`src/rtl/cheshire_boot_seq_pkg.sv`:
```
// Shared types and constants for the Cheshire reset/boot sequencer.
package cheshire_boot_seq_pkg;

  localparam int unsigned ExitCodeWidth = 32;
  localparam int unsigned BootModeWidth = 2;
  localparam logic [BootModeWidth-1:0] BootModePassive = 2'd0;

  typedef enum logic [2:0] {
    ST_IDLE,
    ST_RESET,
    ST_SETTLE,
    ST_PRELOAD,
    ST_RUN,
    ST_DONE,
    ST_TIMEOUT
  } boot_seq_state_e;

endpackage

```
`src/rtl/cheshire_boot_seq_rtc_div.sv`:
```
// Free-running divider: rtc_o toggles every Div clock cycles.
module cheshire_boot_seq_rtc_div #(
  parameter int unsigned Div = 4
) (
  input  logic clk_i,
  input  logic rst_ni,
  output logic rtc_o
);

  localparam int unsigned CntW = (Div > 1) ? $clog2(Div) : 1;
  localparam logic [CntW-1:0] CntLast = CntW'(Div - 1);

  logic [CntW-1:0] cnt_q;

  always_ff @(posedge clk_i) begin
    if (!rst_ni) begin
      cnt_q <= '0;
      rtc_o <= 1'b0;
    end else if (cnt_q == CntLast) begin
      cnt_q <= '0;
      rtc_o <= ~rtc_o;
    end else begin
      cnt_q <= cnt_q + CntW'(1);
    end
  end

endmodule

```
`src/rtl/cheshire_boot_seq.sv`:
```
// Reset/boot sequencer: SoC reset, mode latching, preload handshake, exit capture and watchdog.
module cheshire_boot_seq
  import cheshire_boot_seq_pkg::*;
#(
  parameter int unsigned RstCycles     = 16,
  parameter int unsigned SettleCycles  = 8,
  parameter int unsigned RtcDiv        = 4,
  parameter int unsigned TimeoutCycles = 1000000,
  parameter int unsigned CntWidth      = 32
) (
  input  logic                     clk_i,
  input  logic                     rst_ni,
  input  logic                     start_i,
  input  logic [BootModeWidth-1:0] boot_mode_i,
  input  logic                     test_mode_i,
  output logic                     soc_rst_no,
  output logic [BootModeWidth-1:0] soc_boot_mode_o,
  output logic                     soc_test_mode_o,
  output logic                     rtc_o,
  output logic                     preload_req_o,
  input  logic                     preload_ack_i,
  input  logic                     exit_valid_i,
  input  logic [ExitCodeWidth-1:0] exit_code_i,
  output logic [ExitCodeWidth-1:0] exit_code_o,
  output logic                     busy_o,
  output logic                     done_o,
  output logic                     timeout_o
);

  localparam logic [CntWidth-1:0] RstLast    = CntWidth'(RstCycles - 1);
  localparam logic [CntWidth-1:0] SettleLast = CntWidth'(SettleCycles - 1);
  localparam logic [CntWidth-1:0] WdogLast   =
    CntWidth'((TimeoutCycles == 0) ? 32'd0 : TimeoutCycles - 1);
  localparam bit WdogEn = (TimeoutCycles != 0);

  boot_seq_state_e state_q, state_d;
  logic [CntWidth-1:0]      phase_q, phase_d, wdog_q, wdog_d;
  logic                     soc_rst_d, test_mode_d, preload_req_d;
  logic                     busy_d, done_d, timeout_d;
  logic [BootModeWidth-1:0] boot_mode_d;
  logic [ExitCodeWidth-1:0] exit_code_d;
  logic                     wdog_expired;
  logic [CntWidth-1:0]      wdog_inc;

  assign wdog_expired = WdogEn && (wdog_q >= WdogLast);
  assign wdog_inc     = (wdog_q == '1) ? wdog_q : wdog_q + CntWidth'(1);

  always_ff @(posedge clk_i) begin
    if (!rst_ni) begin
      state_q         <= ST_IDLE;
      phase_q         <= '0;
      wdog_q          <= '0;
      soc_rst_no      <= 1'b0;
      soc_boot_mode_o <= '0;
      soc_test_mode_o <= 1'b0;
      preload_req_o   <= 1'b0;
      exit_code_o     <= '0;
      busy_o          <= 1'b0;
      done_o          <= 1'b0;
      timeout_o       <= 1'b0;
    end else begin
      state_q         <= state_d;
      phase_q         <= phase_d;
      wdog_q          <= wdog_d;
      soc_rst_no      <= soc_rst_d;
      soc_boot_mode_o <= boot_mode_d;
      soc_test_mode_o <= test_mode_d;
      preload_req_o   <= preload_req_d;
      exit_code_o     <= exit_code_d;
      busy_o          <= busy_d;
      done_o          <= done_d;
      timeout_o       <= timeout_d;
    end
  end

  // Next state and next registered outputs.
  always_comb begin
    state_d       = state_q;
    phase_d       = phase_q;
    wdog_d        = wdog_q;
    soc_rst_d     = soc_rst_no;
    boot_mode_d   = soc_boot_mode_o;
    test_mode_d   = soc_test_mode_o;
    preload_req_d = preload_req_o;
    exit_code_d   = exit_code_o;
    busy_d        = busy_o;
    done_d        = done_o;
    timeout_d     = timeout_o;

    unique case (state_q)
      ST_IDLE, ST_DONE, ST_TIMEOUT: begin
        if (start_i) begin
          state_d       = ST_RESET;
          phase_d       = '0;
          boot_mode_d   = boot_mode_i;
          test_mode_d   = test_mode_i;
          soc_rst_d     = 1'b0;
          preload_req_d = 1'b0;
          exit_code_d   = '0;
          busy_d        = 1'b1;
          done_d        = 1'b0;
          timeout_d     = 1'b0;
        end
      end
      ST_RESET: begin
        if (phase_q == RstLast) begin
          state_d   = ST_SETTLE;
          phase_d   = '0;
          soc_rst_d = 1'b1;
        end else begin
          phase_d = phase_q + CntWidth'(1);
        end
      end
      ST_SETTLE: begin
        if (phase_q == SettleLast) begin
          wdog_d = '0;
          if (soc_boot_mode_o == BootModePassive) begin
            state_d       = ST_PRELOAD;
            preload_req_d = 1'b1;
          end else begin
            state_d = ST_RUN;
          end
        end else begin
          phase_d = phase_q + CntWidth'(1);
        end
      end
      // Expiry beats a coincident ack; in RUN an exit beats expiry.
      ST_PRELOAD: begin
        wdog_d = wdog_inc;
        if (wdog_expired) begin
          state_d       = ST_TIMEOUT;
          preload_req_d = 1'b0;
          busy_d        = 1'b0;
          done_d        = 1'b1;
          timeout_d     = 1'b1;
        end else if (preload_ack_i) begin
          state_d       = ST_RUN;
          preload_req_d = 1'b0;
        end
      end
      ST_RUN: begin
        wdog_d = wdog_inc;
        if (exit_valid_i) begin
          state_d     = ST_DONE;
          exit_code_d = exit_code_i;
          busy_d      = 1'b0;
          done_d      = 1'b1;
        end else if (wdog_expired) begin
          state_d   = ST_TIMEOUT;
          busy_d    = 1'b0;
          done_d    = 1'b1;
          timeout_d = 1'b1;
        end
      end
      default: state_d = ST_IDLE;
    endcase
  end

  cheshire_boot_seq_rtc_div #(
    .Div(RtcDiv)
  ) u_rtc_div (
    .clk_i (clk_i),
    .rst_ni(rst_ni),
    .rtc_o (rtc_o)
  );

endmodule

```
`config.mk`:
```
export PLATFORM = sky130hd
export DESIGN_NAME = cheshire_boot_seq
export DESIGN_NICKNAME = d
export VERILOG_FILES = /design/src/rtl/cheshire_boot_seq_pkg.sv /design/src/rtl/cheshire_boot_seq_rtc_div.sv /design/src/rtl/cheshire_boot_seq.sv
export SDC_FILE = /design/constraint.sdc
export NUM_CORES = 1
export LEC_CHECK = 0
export ABC_AREA = 1
export CAP_MARGIN = 20
export CORE_ASPECT_RATIO = 2
export CORE_MARGIN = 2
export CORE_UTILIZATION = 35
export DETAILED_ROUTE_END_ITERATION = 7
export GPL_TIMING_DRIVEN = 1
export MAX_ROUTING_LAYER = met4
export PLACE_DENSITY = 0.66
export SLEW_MARGIN = 20
export SYNTH_ARGS = -nofsm -noshare
export SYNTH_HDL_FRONTEND = slang
export SYNTH_SLANG_ARGS = --single-unit
export TNS_END_PERCENT = 20
```
`constraint.sdc`:
```
create_clock -name clk_i -period 3.2 [get_ports clk_i]
set_input_delay 0.32 -clock clk_i [delete_from_list [all_inputs] [get_ports clk_i]]
set_output_delay 0.32 -clock clk_i [all_outputs]
set_load 0.01 [all_outputs]
```
==> summary.md, run 1 <==
| Metric | Value |
|---|---|
| Status | finished, final reports clean |
| Global-route wire length before repair | 27690 um |
| Filler cells | 1800 |
| Worst path cell trace | ha_1 -> nand3_1 -> nor2_1 -> nand2_1 -> o21ai_2 -> nand3_2 -> nand2_1 -> nand2_2 -> inv_2 -> o21ai_1 -> nor2_1 |
| Worst-Margin Slew | approximately 740 ps |
| Total Routing Usage GR | between 10% and 20% |
| Worst path top cell family by delay | simple AND/OR/NAND/NOR gates |
| Final Cycle Share | 73.85% |
| TritonCTS clock tree | done |
| Seq. cell area | 0.002202 sq mm |
| Core footprint | 0.01710 sq mm |
| Routing usage on met3 | 3.968% |
| Setup bufs post-CTS | 0 |
| Buf+Inv Stages, Crit Path | 1 |
| R2r setup slk | about 840 ps |
| Leak | ~0.0026 uW |
| Clock sink count | 110 |
| Seq/Total Area, Yosys | between 30% and 40% |
| Yosys Warn Count | 0 |
| Detail Placement HPWL | between 10000 and 15000 um |
| CP Capture Type | flop |
| CP max-delay cell | dfxtp_1 |
| Clock tree buffer depth | 2 |
| Most common cell in the netlist | nand2_1 |
| Most area-consuming cells after synthesis | dfxtp_1, nand2_1, nor2_1 |
| Diode count | 0 |
| Syn Area/Cell | ~6.5 sq um |
| Synth Net Count | between 900 and 1000 |
| Final hold vios | 0 |
| PostCTS Resize Cnt | 0 |
| Gr busiest metal | met2 |
| Final wirelength | roughly 16000 um |
| Power Dens Cells | 542.1 mW/mm^2 |
| Required @ worst endpoint | between 3000 and 4000 ps |
| Post-synth top cells | nand2_1, nor2_1, dfxtp_1 |
| Post-synthesis cell type count | 38 |
| Share of cells above drive strength 1 | 5.467% |
| Final nets | 1045 |
| Clock transition at path regs | roughly 70 ps |
| Biggest area consumer among synthesized cells | dfxtp_1 |
| Number of flops mapped to enable cells by yosys | 0 |
| Largest net degree at the start of global routing | between 40 and 50 |
| Total gr overflow | 0 |
| Number of synthesized register bits | between 100 and 150 |
| Die Width | about 97 um |
| Total CTS buffers | 9 |
| Clock Latency Late Sink | ~350 ps |
| Utilization after layout | about 43% |
| Setup TNS | 0 ps |
| Global routing usage on met2 | roughly 28% |
| Routed Antenna Nets | 0 |
| Die area | 0.01842 sq mm |
| Crit start category | flop |
| Synth Instances | 937 |
| Max Freq | 0.4231 GHz |
| WL/cell | 13.24 um |
| Post-CTS Hold Fix Bufs | 0 |
| Primary FF master, synth | dfxtp_1 |
| Initial DRC count | between 400 and 500 |
| Area of the multi-input gates | about 0.0034 sq mm |
| Area share of the largest cell type after synthesis | a little over a third |
| Ports | 81 |
| Final GP Congestion | between 0.9 and 1 |
| Final setup viols | 0 |
| Vias per Instance | about 5.0 |
| GR Util met1 | about a quarter |
| Via count | ~6000 |
| TritonRoute pass-1 iters | 5 |
| Post-Layout Cell Count | ~1200 |
| Mapped Area | just over 0.006 sq mm |
| Initial antenna violation count | 0 |
| Max_cap viols | 0 |
| DR DRC count | 0 |
| Root Driver | clkbuf_16 |
| Ys async rst share | 0% |
| Worst path max stage delay | ~400 ps |
| Crit path DAT | approximately 2700 ps |
| Final Skew | around 7 ps |
| VDD IR max | 0.0003609 V |
| Worst-path fanout max | 22 |
| Area added between synthesis and finish | 20.28% |
| Die Ht | roughly 190 um |
| Slew margin rel. | approximately 50% |
| Vias in the first global route | around 6000 |
| Hold Path Class | flop to flop |
| Max-slew violations | 0 |
| RSZ-0062 raised after global routing | no |
| Cells after DPL | 1200 |
| Setup CP Type | flop to flop |
| Initial core utilization | 35.39% |
| CTS H-Tree Depth | 3 |
| Rows | 68 |
| Port Buffers | 80 |
| Period minus WS final | approximately 2400 ps |
cell type report:
cell class                      instances  area share, %
Clock buffer                           10          3.145
Clock inverter                          6         0.9453
Inverter                               72          3.713
Multi-Input combinational cell        723          46.65
Sequential cell                       110          30.25
Tap cell                              210          3.609
Timing Repair Buffer                   85          11.69
routing by layer:
metal,part of all wire (%),up-vias
met5,0,-
met4,1.2,0
met3,6.5,13
met2,44,182
met1,48,2747
li1,-,3182
sequential cells by signal, summed over array words and instances, names as in the netlist:
name,cells
busy_o,1
done_o,1
exit_code_o,32
phase_q,32
preload_req_o,1
soc_boot_mode_o,2
soc_rst_no,1
soc_test_mode_o,1
state_q,3
timeout_o,1
u_rtc_div.cnt_q,2
u_rtc_div.rtc_o,1
wdog_q,32
layout by cell type, fill, tap and decap left out, types with 5 or more instances in the layout:
master,instances
a21o_1,6
a21oi_1,102
a31oi_1,5
clkbuf_16,9
clkdlybuf4s50_1,80
dfxtp_1,110
inv_1,61
inv_2,10
nand2_1,268
nand2_2,5
nand3_1,55
nand3b_1,6
nand4_1,15
nor2_1,145
nor2_2,5
nor3_1,27
o211ai_1,7
o21ai_0,27
o21ai_1,5
xnor2_1,7
xor2_1,10
power by group:
group | total, uW | switching, uW | internal, uW
clock | 1140 | 530 | 614
combinational | 1300 | 905 | 395
sequential | 1500 | 61.6 | 1440
cells by family after synthesis:
logic type                 Yosys count  synth area share [%]
xor gates and xnor gates            17                 2.460
DFF                                110                 36.39
AOI/OAI and AO/OA                  158                 13.98
and+or+nand+nor                    544                 38.72
adders and majority gates            4                0.9511
buffers and inverters              104                 7.505
worst reg2reg max path: cells and delay by family (launching register included):
| kind | cells | cell delay, ps |
|---|---|---|
| and+or+nand+nor | 7 | 1150 |
| AOI/OAI and AO/OA | 2 | 330 |
| DFF | 1 | 400 |
| buffers and inverters | 1 | 160 |
| adders and majority gates | 1 | 280 |
per-stage QoR:
stage	cell area [sq um]	hold WS, ps	power (uW)	worst slack [ps]
6_report	7279	428.3	3946	836.6
5_1_grt	7279	452.0	4203	566.6
4_1_cts	7279	433.7	3979	838.8
3_5_place_dp	6982	422.0	2835	870.6
3_3_place_gp	6982	413.0	2819	951.0
2_1_floorplan	6052	404.3	2544	1492
path summary, 6_finish.rpt:
check / end / from / depth (start not counted)
worst min-delay path: u_rtc_div.cnt_q[0]$_SDFF_PP0_ / u_rtc_div.cnt_q[0]$_SDFF_PP0_ / 1
worst min register to register: u_rtc_div.cnt_q[0]$_SDFF_PP0_ / u_rtc_div.cnt_q[0]$_SDFF_PP0_ / 1
worst max register to register: phase_q[13]$_SDFFE_PN0P_ / phase_q[0]$_SDFFE_PN0P_ / 11
worst max-delay path: phase_q[13]$_SDFFE_PN0P_ / phase_q[0]$_SDFFE_PN0P_ / 11
(Power assumes the default switching activity.)
==> run 2: changes to the inputs <==
clock period = 2.46 ns   (was 3.2 ns; I/O delays follow)
==> summary.md, run 2 (synthesis results as in run 1) <==
| Metric | Value |
|---|---|
| Status | finished, final reports clean |
| TritonCTS clock tree | done |
| Global-route wire length before repair | roughly 27000 um |
| Clock tree buffer depth | 2 |
| Final wirelength | approximately 16000 um |
| Required @ worst endpoint | between 2000 and 3000 ps |
| Initial core utilization | roughly 35% |
| Crit path DAT | about 2400 ps |
| Worst-Margin Slew | between 500 and 600 ps |
| Vias per Instance | around 5.1 |
| Die area | ~0.018 sq mm |
| Initial antenna violation count | 0 |
| Max-slew violations | 0 |
| Ports | 81 |
| Clock transition at path regs | roughly 80 ps |
| Hold Path Class | flop to flop |
| Final hold vios | 0 |
| Tot Pwr | 5331 uW |
| RSZ-0062 raised after global routing | no |
| Die Ht | ~190 um |
| Commonest non-fill, non-tap cell in the layout | nand2_1 |
| Share of cells above drive strength 1 | 6.114% |
| Hold WS | between 400 and 500 ps |
| Max Freq | 0.4748 GHz |
| Clock sink count | 110 |
| Most frequent cells in the layout | nand2_1, nor2_1, dfxtp_1 |
| VDD IR max | ~0.00037 V |
| CP Capture Type | flop |
| Setup CP Type | flop to flop |
| Detail Placement HPWL | about 12000 um |
| Post-Layout Cell Count | between 1000 and 1500 |
| Setup TNS | 0 ps |
| Setup bufs post-CTS | 0 |
| Diode count | 0 |
| Final Cycle Share | 85.62% |
| Via count | ~6200 |
| WL/cell | 13.23 um |
| Root Driver | clkbuf_16 |
| Total CTS buffers | 9 |
| Largest net degree at the start of global routing | 45 |
| Slew margin rel. | approximately 64% |
| Area added between synthesis and finish | 21.71% |
| Final Skew | 9.794 ps |
| Leak | between 0.002 and 0.003 uW |
| DR DRC count | 0 |
| Initial DRC count | 423 |
| Cells after DPL | around 1200 |
| TritonRoute pass-1 iters | 5 |
| Clock Latency Late Sink | about 360 ps |
| Rows | 68 |
| Routed Antenna Nets | 0 |
| Top Registers | exit_code_o x32, phase_q x32, wdog_q x32 |
| Vias in the first global route | between 5000 and 6000 |
| Final setup viols | 0 |
| Power Dens Cells | 723.8 mW/mm^2 |
| Final GP Congestion | roughly 0.9 |
| CTS H-Tree Depth | 3 |
| Utilization after layout | between 40% and 50% |
| Period minus WS final | about 2100 ps |
| Post-CTS Hold Fix Bufs | 0 |
| Die Width | around 97 um |
| Core footprint | ~0.017 sq mm |
| Worst-path fanout max | 12 |
| PostCTS Resize Cnt | 0 |
| Max_cap viols | 0 |
| Crit start category | flop |
| Total Routing Usage GR | between 10% and 20% |
| Port Buffers | 80 |
| R2r setup slk | approximately 350 ps |
| Total gr overflow | 0 |
| Final nets | about 1100 |
[run 2: cell count changes in the layout (fill, tap and decap cells not counted), sizes merged]
cell | before | now
clkinvlp | 1 | 0
buf | 5 | 13
bufinv | 1 | 2
clkinv | 3 | 1
clkbuf | 10 | 12
[run 2: final timing paths]
path                              endpoint  cells after the start                           from
max reg2reg         wdog_q[3]$_SDFFE_PN0P_                      9        phase_q[0]$_SDFFE_PN0P_
max                 wdog_q[3]$_SDFFE_PN0P_                      9        phase_q[0]$_SDFFE_PN0P_
min reg2reg  u_rtc_div.cnt_q[0]$_SDFF_PP0_                      1  u_rtc_div.cnt_q[0]$_SDFF_PP0_
min          u_rtc_div.cnt_q[0]$_SDFF_PP0_                      1  u_rtc_div.cnt_q[0]$_SDFF_PP0_
[run 2: stage by stage]
stage / setup WS [ps] / area (sq um)
floorplan: 752.5 / 6052
global placement: 384.8 / 7042
detailed placement: 373.5 / 7042
CTS: 346.4 / 7366
global route: 142.7 / 7366
finish: 353.6 / 7366
[run 2: report_power, final]
group	internal (uW)	leakage (uW)	switching, uW
sequential	1870	0.000889	77.9
clock	930	0.000158	678
combinational	575	0.00163	1200
[run 2: layout make-up]
class,instances,area [sq um]
fillers,1817,9736
flip-flops and latches,110,2202
clock buffers,12,246.5
repair buffers,93,910.9
multi-input cells,723,3396
inverters,72,270.3
clock inverters,4,77.57
well taps,210,262.8
[run 2: worst max-delay path, stage by stage (launching register included)]
cell and delay [ps]:
dfxtp_1 390, ha_1 270, nand3_1 100, nor2_1 100, nand2_1 90, o21ai_2 260, nand3_2 310, buf_4 280
o21ai_0 160, nor2_1 60
[run 2: metal layers]
| metal | vias to the layer above | global-route usage (%) | share of wire, % |
|---|---|---|---|
| met1 | 2814 | 24.57 | 48 |
| li1 | 3192 | - | - |
| met4 | 0 | 6.446 | 2.0 |
| met3 | 24 | 3.711 | 6.4 |
| met5 | - | - | 0 |
| met2 | 211 | 27.14 | 43 |
==> run 3: changes to the inputs <==
RECOVER_POWER = 50   (was default)
==> summary.md, run 3 (synthesis results as in run 1) <==
| Metric | Value |
|---|---|
| CP Capture Type | flop |
| Final Skew | ~9.4 ps |
| Worst-path fanout max | 32 |
| Clock transition at path regs | ~70 ps |
| Crit path DAT | ~2400 ps |
| Die Ht | ~190 um |
| Final setup viols | 0 |
| CP max-delay cell | clkbuf_2 |
| Via count | 6227 |
| R2R Path End | exit_code_o[31]$_SDFFE_PN0P_ |
| Largest net degree at the start of global routing | between 40 and 50 |
| Port Buffers | 80 |
| Max Freq | around 0.47 GHz |
| Final nets | around 1100 |
| Routed Antenna Nets | 0 |
| Final hold vios | 0 |
| Worst path cell trace | inv_2 -> nor3_2 -> inv_2 -> nand3b_1 -> nand2_1 -> nor2_4 -> clkbuf_2 -> nand2_1 -> a21oi_1 |
| Total Routing Usage GR | a little under a fifth |
| FF-to-FF path depth | 9 |
| Clock sink count | 110 |
| Setup TNS | 0 ps |
| Slew margin rel. | a little over half |
| Top Registers | exit_code_o x32, phase_q x32, wdog_q x32 |
| DR DRC count | 0 |
| Leak | 0.002811 uW |
| TritonCTS clock tree | done |
| Initial antenna violation count | 0 |
| Core footprint | ~0.017 sq mm |
| Commonest non-fill, non-tap cell in the layout | nand2_1 |
| Initial core utilization | between 30% and 40% |
| Total CTS buffers | 9 |
| R2r setup slk | 350 ps |
| RR Startpoint | state_q[2]$_SDFFE_PN0P_ |
| Power Dens Cells | roughly 720 mW/mm^2 |
| Hold Path Class | flop to flop |
| Global-route wire length before repair | 27460 um |
| Final worst slack | 351.4 ps |
| Setup bufs post-CTS | 0 |
| Crit start category | flop |
| End of the worst hold path | u_rtc_div.cnt_q[0]$_SDFF_PP0_ |
| Ports | 81 |
| Detail Placement HPWL | between 10000 and 15000 um |
| Buf+Inv Stages, Crit Path | 3 |
| Most frequent cells in the layout | nand2_1, nor2_1, dfxtp_1 |
| Period minus WS final | between 2000 and 2500 ps |
| Critical hold path startpoint | u_rtc_div.cnt_q[0]$_SDFF_PP0_ |
| Utilization after layout | around 43% |
| Final GP Congestion | 0.9038 |
| Worst path max stage delay | 540 ps |
| Die area | between 0.015 and 0.02 sq mm |
| Rows | 68 |
| Initial DRC count | 369 |
| Status | finished, final reports clean |
| VDD IR max | 0.0003725 V |
| Required @ worst endpoint | roughly 2800 ps |
| WL/cell | 13.23 um |
| Vias per Instance | 5.087 |
| PostCTS Resize Cnt | 0 |
| Final wirelength | approximately 16000 um |
| Max-slew violations | 0 |
| Max_cap viols | 0 |
| Total gr overflow | 0 |
| Post-CTS Hold Fix Bufs | 0 |
| TritonRoute pass-1 iters | 5 |
| Hold Path Stages | 1 |
| Vias in the first global route | 5761 |
| Tot Pwr | 5299 uW |
| Worst path top cell family by delay | buffers and inverters |
| Root Driver | clkbuf_16 |
| Setup CP Type | flop to flop |
| Share of cells above drive strength 1 | ~5.6% |
| Die Width | 96.98 um |
| Clock Latency Late Sink | approximately 360 ps |
| Diode count | 0 |
| Post-place setup slack | roughly 370 ps |
| RSZ-0062 raised after global routing | no |
| Final Cycle Share | between 80% and 90% |
| Clock tree buffer depth | 2 |
| Worst-Margin Slew | ~710 ps |
| Area added between synthesis and finish | 21.40% |
| CTS H-Tree Depth | 3 |
run 3: changes by cell type in the layout (fill, tap and decap cells not counted), sizes merged:
cell,delta
clkbuf,+2
dlygate4sd3,+42
clkdlybuf4s50,-42
buf,-2
run 3: cell type report:
cell class	count	area [sq um]
flip-flops and latches	110	2202
clock buffers	12	246.5
clock inverters	4	77.57
repair buffers	93	904.6
well taps	210	262.8
inverters	72	270.3
multi-input cells	723	3383
fillers	1822	9754
run 3: report_power, final:
part	internal [uW]	switching [uW]
combinational	550	1190
sequential	1870	75.5
clock	930	683
total	3350	1940
run 3: metrics by stage:
stage,instance area [sq um],hold slack [ps],instances
floorplan,6052,388.7,937
detailed placement,7042,417.6,1208
global placement,7042,412.3,1208
global route,7347,439.0,1224
finish,7347,435.2,1224
CTS,7366,430.8,1224
run 3: worst max-delay path by stage:
| stage | cells after the start | start | slack (ps) | end |
|---|---|---|---|---|
| after floorplan | 14 | phase_q[0]$_SDFFE_PN0P_ | 750 | phase_q[7]$_SDFFE_PN0P_ |
| after global placement | 9 | phase_q[0]$_SDFFE_PN0P_ | 380 | wdog_q[3]$_SDFFE_PN0P_ |
| after detailed placement | 9 | phase_q[0]$_SDFFE_PN0P_ | 370 | wdog_q[3]$_SDFFE_PN0P_ |
| after CTS | 9 | phase_q[0]$_SDFFE_PN0P_ | 350 | wdog_q[3]$_SDFFE_PN0P_ |
| after global routing | 8 | state_q[0]$_SDFFE_PN0P_ | 100 | phase_q[6]$_SDFFE_PN0P_ |
| final | 9 | state_q[2]$_SDFFE_PN0P_ | 350 | exit_code_o[31]$_SDFFE_PN0P_ |
run 3: per-layer routing:
layer,vias to the layer above,global-route usage (%),routed length (um)
met3,25,3.711,989
met4,0,6.446,318
met2,206,27.14,6994
met5,-,-,0
met1,2800,24.57,7889
li1,3196,-,-
run 3: worst reg2reg max path: cells and delay by family (launching register included):
kind | cells | cell delay, ps
AND/OR/NAND/NOR | 5 | 730
buffers and inverters | 3 | 730
flip-flops | 1 | 450
AO/OA/AOI/OAI | 1 | 150
